$ cat src/rtl/ex_muldiv_unit.sv
// Iterative radix-2 multiply / restoring divide for the EX stage, RISC-V M semantics.
// Optional MULDIV_ZERO_BYPASS_EN: zero-operand MUL and zero-dividend DIVU/REMU finish in one cycle.
module ex_muldiv_unit #(
  parameter int XLEN  = 64,
  parameter int CNT_W = $clog2(XLEN) + 1
) (
  input  logic            clk,
  input  logic            rst,
  input  logic            flush,
  input  logic            start,
  input  logic [1:0]      op,
  input  logic [XLEN-1:0] rs1Data_in,
  input  logic [XLEN-1:0] rs2Data_in,
  input  logic [4:0]      rd_in,
  output logic            busy,
  output logic            done,
  output logic [XLEN-1:0] result,
  output logic [4:0]      rd_out
);

  typedef enum logic [1:0] {
    IDLE = 2'd0,
    CALC = 2'd1,
    FIN  = 2'd2
  } state_t;

  localparam logic [1:0] OP_MUL  = 2'b00;
  localparam logic [1:0] OP_DIV  = 2'b01;
  localparam logic [1:0] OP_DIVU = 2'b10;
  localparam logic [1:0] OP_REMU = 2'b11;

  localparam logic [XLEN-1:0]  ALL_ONES = {XLEN{1'b1}};
  localparam logic [XLEN-1:0]  MOST_NEG = {1'b1, {(XLEN-1){1'b0}}};
  localparam logic [CNT_W-1:0] LAST_CNT = CNT_W'(XLEN);

  state_t            state_q, state_d;
  logic [CNT_W-1:0]  cnt_q, cnt_d;
  logic [1:0]        op_q, op_d;
  logic [XLEN-1:0]   a_q, a_d;       // multiplicand, or divisor magnitude
  logic [XLEN-1:0]   b_q, b_d;       // multiplier, or dividend shifting into quotient
  logic [XLEN-1:0]   acc_q, acc_d;   // product accumulator, or partial remainder
  logic              neg_q, neg_d;
  logic [XLEN-1:0]   result_q, result_d;
  logic [4:0]        rd_q, rd_d;

  logic              special;
  logic [XLEN-1:0]   special_res;
  logic [XLEN-1:0]   rs1_mag;
  logic [XLEN-1:0]   rs2_mag;
  logic [XLEN:0]     rem_shift;
  logic [XLEN:0]     rem_diff;

  // Single-cycle cases, resolved from the raw request operands.
  always_comb begin
    special     = 1'b0;
    special_res = '0;
`ifdef MULDIV_ZERO_BYPASS_EN
    if ((op == OP_MUL && (rs1Data_in == '0 || rs2Data_in == '0)) ||
        ((op == OP_DIVU || op == OP_REMU) && rs1Data_in == '0)) begin
      special     = 1'b1;
      special_res = '0;
    end
`endif
    // Divide-by-zero outranks the zero-dividend bypass (DIVU 0/0 must be all ones).
    if (op != OP_MUL && rs2Data_in == '0) begin
      special     = 1'b1;
      special_res = (op == OP_REMU) ? rs1Data_in : ALL_ONES;
    end else if (op == OP_DIV && rs1Data_in == MOST_NEG && rs2Data_in == ALL_ONES) begin
      special     = 1'b1;
      special_res = rs1Data_in;
    end
  end

  always_comb begin
    rs1_mag = (op == OP_DIV && rs1Data_in[XLEN-1]) ? (~rs1Data_in + 1'b1) : rs1Data_in;
    rs2_mag = (op == OP_DIV && rs2Data_in[XLEN-1]) ? (~rs2Data_in + 1'b1) : rs2Data_in;
  end

  // Restoring-divide step: bring in the next dividend bit and trial-subtract.
  always_comb begin
    rem_shift = {acc_q, b_q[XLEN-1]};
    rem_diff  = rem_shift - {1'b0, a_q};
  end

  always_comb begin
    state_d  = state_q;
    cnt_d    = cnt_q;
    op_d     = op_q;
    a_d      = a_q;
    b_d      = b_q;
    acc_d    = acc_q;
    neg_d    = neg_q;
    result_d = result_q;
    rd_d     = rd_q;

    unique case (state_q)
      IDLE: begin
        if (start && !flush) begin
          rd_d  = rd_in;
          op_d  = op;
          cnt_d = '0;
          acc_d = '0;
          neg_d = (op == OP_DIV) && (rs1Data_in[XLEN-1] ^ rs2Data_in[XLEN-1]);
          if (op == OP_MUL) begin
            a_d = rs1Data_in;
            b_d = rs2Data_in;
          end else begin
            a_d = rs2_mag;
            b_d = rs1_mag;
          end
          if (special) begin
            result_d = special_res;
            state_d  = FIN;
          end else begin
            state_d  = CALC;
          end
        end
      end

      CALC: begin
        if (cnt_q == LAST_CNT) begin
          // Result is published only on entry to FIN so consumers never see partials.
          unique case (op_q)
            OP_MUL:  result_d = acc_q;
            OP_DIV:  result_d = neg_q ? (~b_q + 1'b1) : b_q;
            OP_DIVU: result_d = b_q;
            default: result_d = acc_q;
          endcase
          state_d = FIN;
        end else begin
          cnt_d = cnt_q + CNT_W'(1);
          if (op_q == OP_MUL) begin
            if (b_q[0]) begin
              acc_d = acc_q + a_q;
            end
            a_d = a_q << 1;
            b_d = b_q >> 1;
          end else begin
            acc_d = rem_diff[XLEN] ? rem_shift[XLEN-1:0] : rem_diff[XLEN-1:0];
            b_d   = {b_q[XLEN-2:0], ~rem_diff[XLEN]};
          end
        end
      end

      FIN: begin
        state_d = IDLE;
      end

      default: begin
        state_d = IDLE;
      end
    endcase

    if (flush) begin
      state_d = IDLE;
    end
  end

  always_ff @(posedge clk or posedge rst) begin
    if (rst) begin
      state_q  <= IDLE;
      cnt_q    <= '0;
      op_q     <= '0;
      a_q      <= '0;
      b_q      <= '0;
      acc_q    <= '0;
      neg_q    <= 1'b0;
      result_q <= '0;
      rd_q     <= '0;
    end else begin
      state_q  <= state_d;
      cnt_q    <= cnt_d;
      op_q     <= op_d;
      a_q      <= a_d;
      b_q      <= b_d;
      acc_q    <= acc_d;
      neg_q    <= neg_d;
      result_q <= result_d;
      rd_q     <= rd_d;
    end
  end

  assign busy   = (state_q != IDLE);
  assign done   = (state_q == FIN);
  assign result = result_q;
  assign rd_out = rd_q;

endmodule

$ cat config.mk
export PLATFORM = sky130hd
export DESIGN_NAME = ex_muldiv_unit
export DESIGN_NICKNAME = d
export VERILOG_FILES = /design/src/rtl/ex_muldiv_unit.sv
export SDC_FILE = /design/constraint.sdc
export NUM_CORES = 2
export LEC_CHECK = 0
export ABC_AREA = 0
export ABC_CLOCK_PERIOD_IN_PS = 16640
export BUFFER_PORTS_ARGS = -buffer_cell sky130_fd_sc_hd__buf_4
export CORE_MARGIN = 2
export CORE_UTILIZATION = 31
export CTS_CLUSTER_DIAMETER = 30
export DETAILED_ROUTE_END_ITERATION = 8
export SYNTH_ARGS = -nofsm -noshare
export SYNTH_HDL_FRONTEND = slang
export SYNTH_SLANG_ARGS = --single-unit
$ cat constraint.sdc
create_clock -name clk -period 16.64 [get_ports clk]
set_input_delay 3.328 -clock clk [delete_from_list [all_inputs] [get_ports clk]]
set_output_delay 3.328 -clock clk [all_outputs]
set_load 0.02 [all_outputs]
# Word level (Yosys, flattened, before mapping)
# Index checks and enable logic that the tools add are counted.
# W data, S select, Z words.
[totals] ff_bits=273 output_inout_bits=71
[classes] add_sub_neg=6 eq_ne=17 muxes=37 bitwise=5 n_reduce_logical=21
[op_table] op="$mux W64" count=22
[op_table] op="$pmux W64 S2" count=5
[op_table] op="$add A64 B1 Y64 const B" count=3
[op_table] op="$not A64 Y64" count=3
[op_table] op="$eq A64 B64 Y1 const B" count=2
[op_table] op="$sub A65 B64 Y65" count=1
[op_table] op="$add A64 B64 Y64" count=1
[op_table] op="$logic_not A64 Y1" count=1
[op_table] op="$mux W7" count=2
[op_table] op="$pmux W7 S2" count=1
[op_table] op="$reduce_and A4 Y1" count=3
[op_table] op="$ne A2 B2 Y1 const B" count=5
[op_table] op="$ne A3 B3 Y1 const B" count=3
[op_table] op="$mux W2" count=4
[op_table] op="$add A7 B1 Y7 const B" count=1
[op_table] op="$eq A7 B7 Y1 const B" count=1
[op_table] op="$logic_and A1 B1 Y1" count=7
[op_table] op="$eq A2 B1 Y1 const B" count=3
[op_table] op="$eq A2 B2 Y1 const B" count=3
[op_table] op="$logic_not A2 Y1" count=3
[op_table] op="$reduce_bool A2 Y1" count=3
[op_table] op="$pmux W2 S2" count=1
[op_table] op="$reduce_and A2 Y1" count=2
[op_table] op="$reduce_and A3 Y1" count=1
[op_table] op="other kinds (4)" count=5

# Logic depth before layout (Yosys ltp)
[logic_depth] word_depth=9 depth_mapped=16

# Worst setup path after synthesis
# Ideal clock, no wire load.
[synth_timing] path_kind="in2reg" start="in rs2Data_in[16]" end="reg result_q[63], in the netlist result[63]" setup_time_ps=81 t_arrival_ps=6224 path_slack_ps=10334 cell_stages=13 n_path_buf=2 path_cell_list="or4_4 > nor4_4 > nand3_1 > or4_4 > nor4b_4 > and2_1 > nand3b_1 > o21ai_2 > and2_1 > buf_4 > buf_2 > o21ai_0 > a31oi_2"
[synth_via] elab_chain_cells=7 elab_cells_between_ends=13 cone_classes="2 x eq/ne; 7 x mux; 4 x reduce/logical"
[synth_rtl] item="from (decl)" line_no="13" text="input logic [XLEN-1:0] rs2Data_in,"
[synth_rtl] item="$eq A64 B64 Y1" line_no="68" text="end else if (op == OP_DIV && rs1Data_in == MOST_NEG && rs2Data_in == ALL_ONES) begin"
[synth_rtl] item="$logic_and A1 B1 Y1" line_no="68"
[synth_rtl] item="$mux W64" line_no="68"
[synth_rtl] item="$mux W64" line_no="65" text="if (op != OP_MUL && rs2Data_in == '0) begin"
[synth_rtl] item="$mux W64" line_no="111" text="if (special) begin"
[synth_rtl] item="$mux W64" line_no="98" text="if (start && !flush) begin"
[synth_rtl] item="$pmux W64 S2" line_no="96" text="unique case (state_q)"
[synth_rtl] item="to (signal assigned)" line_no="178" text="result_q <= result_d;"
[synth_rtl] item="to (decl)" line_no="43" text="logic [XLEN-1:0] result_q, result_d;"
# Several ways; a longest one is shown, not always the timed one. The select of a mux whose other input is x is not followed.
# A chain may end at the register's enable or synchronous reset.

# Worst setup path after layout
[layout_timing] start="in rs2Data_in[8]" end="reg result_q[12], in the netlist result[12]"
# The elaborated chain is that of the path after synthesis.

==> results_dict.tcl <==
set metrics [dict create \
    outcome "completed" \
    maxCapViolCount 0 \
    synth.largest_area_cell "dfrtp_1" \
    ctsLongestPathBuffers 3 \
    end_kind "register" \
    power_leakage_uw 0.0131 \
    p_total_uw 5830 \
    p_per_area_nw_per_um2 181 \
    port-buffer-count 209 \
    cts_tree "built" \
    grt_pass1_wl_mm 177 \
    seq_power_share_pct 22.4 \
    fillerInstances 9296 \
    required_ns 17.06 \
    fmaxAchievable_ghz 0.124 \
    slew_headroom_pct 30.8 \
    fin_crit_ns 8.09 \
    fin_nets 4007 \
    dieArea_um2 91000 \
    crit_type "input pin to register" \
    yosysSeqAreaShare_pct 24.9 \
    synth.area.top_cells "dfrtp_1 (25%), a21oi_1 (7.0%), ha_1 (6.2%), o21ai_0 (5.1%), nand2_1 (4.7%)" \
    post-route-period-util_pct 48.6 \
    first_pass_iters 9 \
    power.combinational.fraction_pct 53.9 \
    wl_mm 119 \
    ctsHoldBuffers 0 \
    pwr-share-clk_pct 23.6 \
    dpl.hpwl_mm 88.5 \
    switching_share_pct 48.0 \
    hold_viol 0 \
    clk_latency_ns 0.61 \
    cts_sinks 273 \
    peakVddDrop_mv 0.0781 \
    drt-initial-drc-count 4172 \
    ioPinCount 210 \
    drt.antenna.violating_nets 0 \
    finalMaxSlewViolations 0 \
    track_usage_pct 25.2 \
    grt_pass1_vias 27652 \
    synthArstFlopShare_pct 100 \
    synthesis.area_um2 27500 \
    worst_slew_pin_slew_ns 1.04 \
    gr-total-overflow 0 \
    arrival_ns 8.51 \
    cts.htree.levels 3 \
    ys_top_cells_by_count "a21oi_1 (383), nand2_1 (347), nor2_1 (347), o21ai_0 (282), dfrtp_1 (273)" \
    core_um2 88100 \
    core.rowCount 109 \
    path_clk_slew_ns 0.04 \
    start_kind "input pin" \
    post_cts_resized 0 \
    syn-instance-count 3685 \
    vias 29960 \
    drc 0 \
    synth.ff_latch_count 273 \
    area_delta_synth_final_pct 17.2 \
    viasPerCell 6.05 \
    drive_above_1_share_pct 11.2 \
    die_width_um 302 \
    ys_types 93 \
    tns_ns 0 \
    yosysMostFrequentCell "a21oi_1" \
    wire_per_inst_um 24.1 \
    start_util_pct 31.2 \
    p_sw_uw 2790 \
    post_cts_buffers 0 \
    synth_edf_count 0 \
    synth_flop_cell "dfrtp_1" \
    place.gp.congestion 0.959 \
    numCtsBuffers 67 \
    avgSynthCellArea_um2 7.46 \
    grt_max_degree 100 \
    intPower_uw 3030 \
    cp_max_fo 85 \
    antenna_found_initial 7 \
    ys_warn_count 0 \
    synth_nets 3962 \
    rsz0062_at_grt "false" \
    fp.dieH_um 302 \
    finClkSkew_ns 0.0367 \
    hold_class "register to register" \
    cts_root_buf "clkbuf_16" \
    setup_viol 0 \
    yosysTopAreaCellShare_pct 24.9 \
]
==> metal layers <==
metal / track usage, % / vias to the layer above / wire (um)
met5: 0 / - / 0
met4: 10.3 / 0 / 5050
met3: 5.09 / 262 / 12700
met2: 37.0 / 1686 / 50000
met1: 35.8 / 14211 / 51600
li1: - / 13801 / -
==> critical path: stages <==
cell and delay, ns:
buf_4 0.13, nor4_1 0.84, and4bb_1 0.59, nand3_1 0.29, or4_4 0.54, nor4b_4 0.31, and2_1 0.26, nand3b_1 0.18
o21ai_2 0.46, o22a_4 0.53, buf_4 0.77, a31oi_1 0.17
==> metrics by stage <==
step / area [um^2] / setup slack, ns / utilization (%) / hold slack (ns) / std cells
floorplan: 27500 / 5.79 / - / 0.505 / 3685
global placement: 29800 / 8.32 / 33.9 / 0.463 / 4826
detailed placement: 29800 / 8.19 / 33.9 / 0.472 / 4826
CTS: 32200 / 8.81 / 36.5 / 0.486 / 4948
global route: 32200 / 8.42 / 36.5 / 0.499 / 4954
finish: 32200 / 8.55 / 36.5 / 0.480 / 4955
==> state kept, by name (all words and copies together) (netlist names) <==
register	count
b_q	64
cnt_q	7
rd_out	5
state_q	2
result	64
neg_q	1
acc_q	64
a_q	64
op_q	2
==> cells by family after synthesis <==
logic type | after synthesis | synth area share [%]
AOI/OAI and AO/OA | 1465 | 34.0
and+or+nand+nor | 1099 | 18.9
buffers and inverters | 399 | 5.69
DFF | 273 | 24.9
xor gates and xnor gates | 243 | 7.75
adders and majority gates | 138 | 6.34
muxes | 68 | 2.48
==> final timing paths <==
kind	end	slack (ns)	depth (start not counted)	start
setup / recovery	result[12]$_DFFE_PP0P_	8.55	12	rs2Data_in[8]
hold / removal	rd_out[0]$_DFFE_PP0P_	0.48	2	rd_out[0]$_DFFE_PP0P_
setup reg to reg	acc_q[32]$_DFFE_PP0P_	11.01	15	b_q[63]$_DFFE_PP0P_
hold reg to reg	rd_out[0]$_DFFE_PP0P_	0.48	2	rd_out[0]$_DFFE_PP0P_
max in group asynchronous	a_q[59]$_DFFE_PP0P_	12.31	3	rst
min in group asynchronous	result[10]$_DFFE_PP0P_	2.86	2	rst
==> area by class of cell <==
class                           count  area [um^2]  area share, %
Clock buffer                       85         1870           5.80
Multi-Input combinational cell   3013        19200           59.6
Sequential cell                   273         6830           21.2
Antenna cell                        7         17.5         0.0544
Clock inverter                     37          469           1.46
Timing Repair Buffer              250         1880           5.83
Tap cell                         1165         1460           4.53
Inverter                          125          477           1.48
==> cells in the final DEF, fill, tap and decap left out, drive strengths merged, types with 12 or more instances in the layout <==
cell / Yosys / layout
mux2i: 67 / 67
o31ai: 46 / 46
a21o: 77 / 77
nand2: 347 / 347
o211ai: 131 / 131
nor3: 64 / 64
o41ai: 17 / 17
a22o: 20 / 20
nor2: 349 / 349
nor2b: 25 / 25
or4: 18 / 18
o21ai: 363 / 363
nand4: 54 / 54
xor2: 118 / 118
nand3: 59 / 59
clkinv: 1 / 20
and3: 19 / 19
inv: 124 / 126
or2: 12 / 12
dfrtp: 273 / 273
clkbuf: 236 / 85
o21a: 19 / 19
ha: 136 / 136
a211oi: 132 / 132
a31oi: 81 / 81
xnor2: 125 / 125
nand2b: 33 / 33
o221ai: 23 / 23
a22oi: 26 / 26
a21oi: 383 / 383
nor4: 31 / 31
o311ai: 32 / 32
or3: 33 / 33
and2: 15 / 15
buf: 38 / 250
o21bai: 18 / 18
==> power groups by stage <==
stage / Clock, uW / Combinational (uW) / Sequential (uW)
after detailed placement: 0 / 3060 / 1290
after global routing: 1420 / 3440 / 1330
final: 1380 / 3140 / 1310
after CTS: 1380 / 3080 / 1290
after floorplan: 0 / 2200 / 1180
after global placement: 0 / 3060 / 1290
No activity file was read; power rests on OpenSTA's default activity.
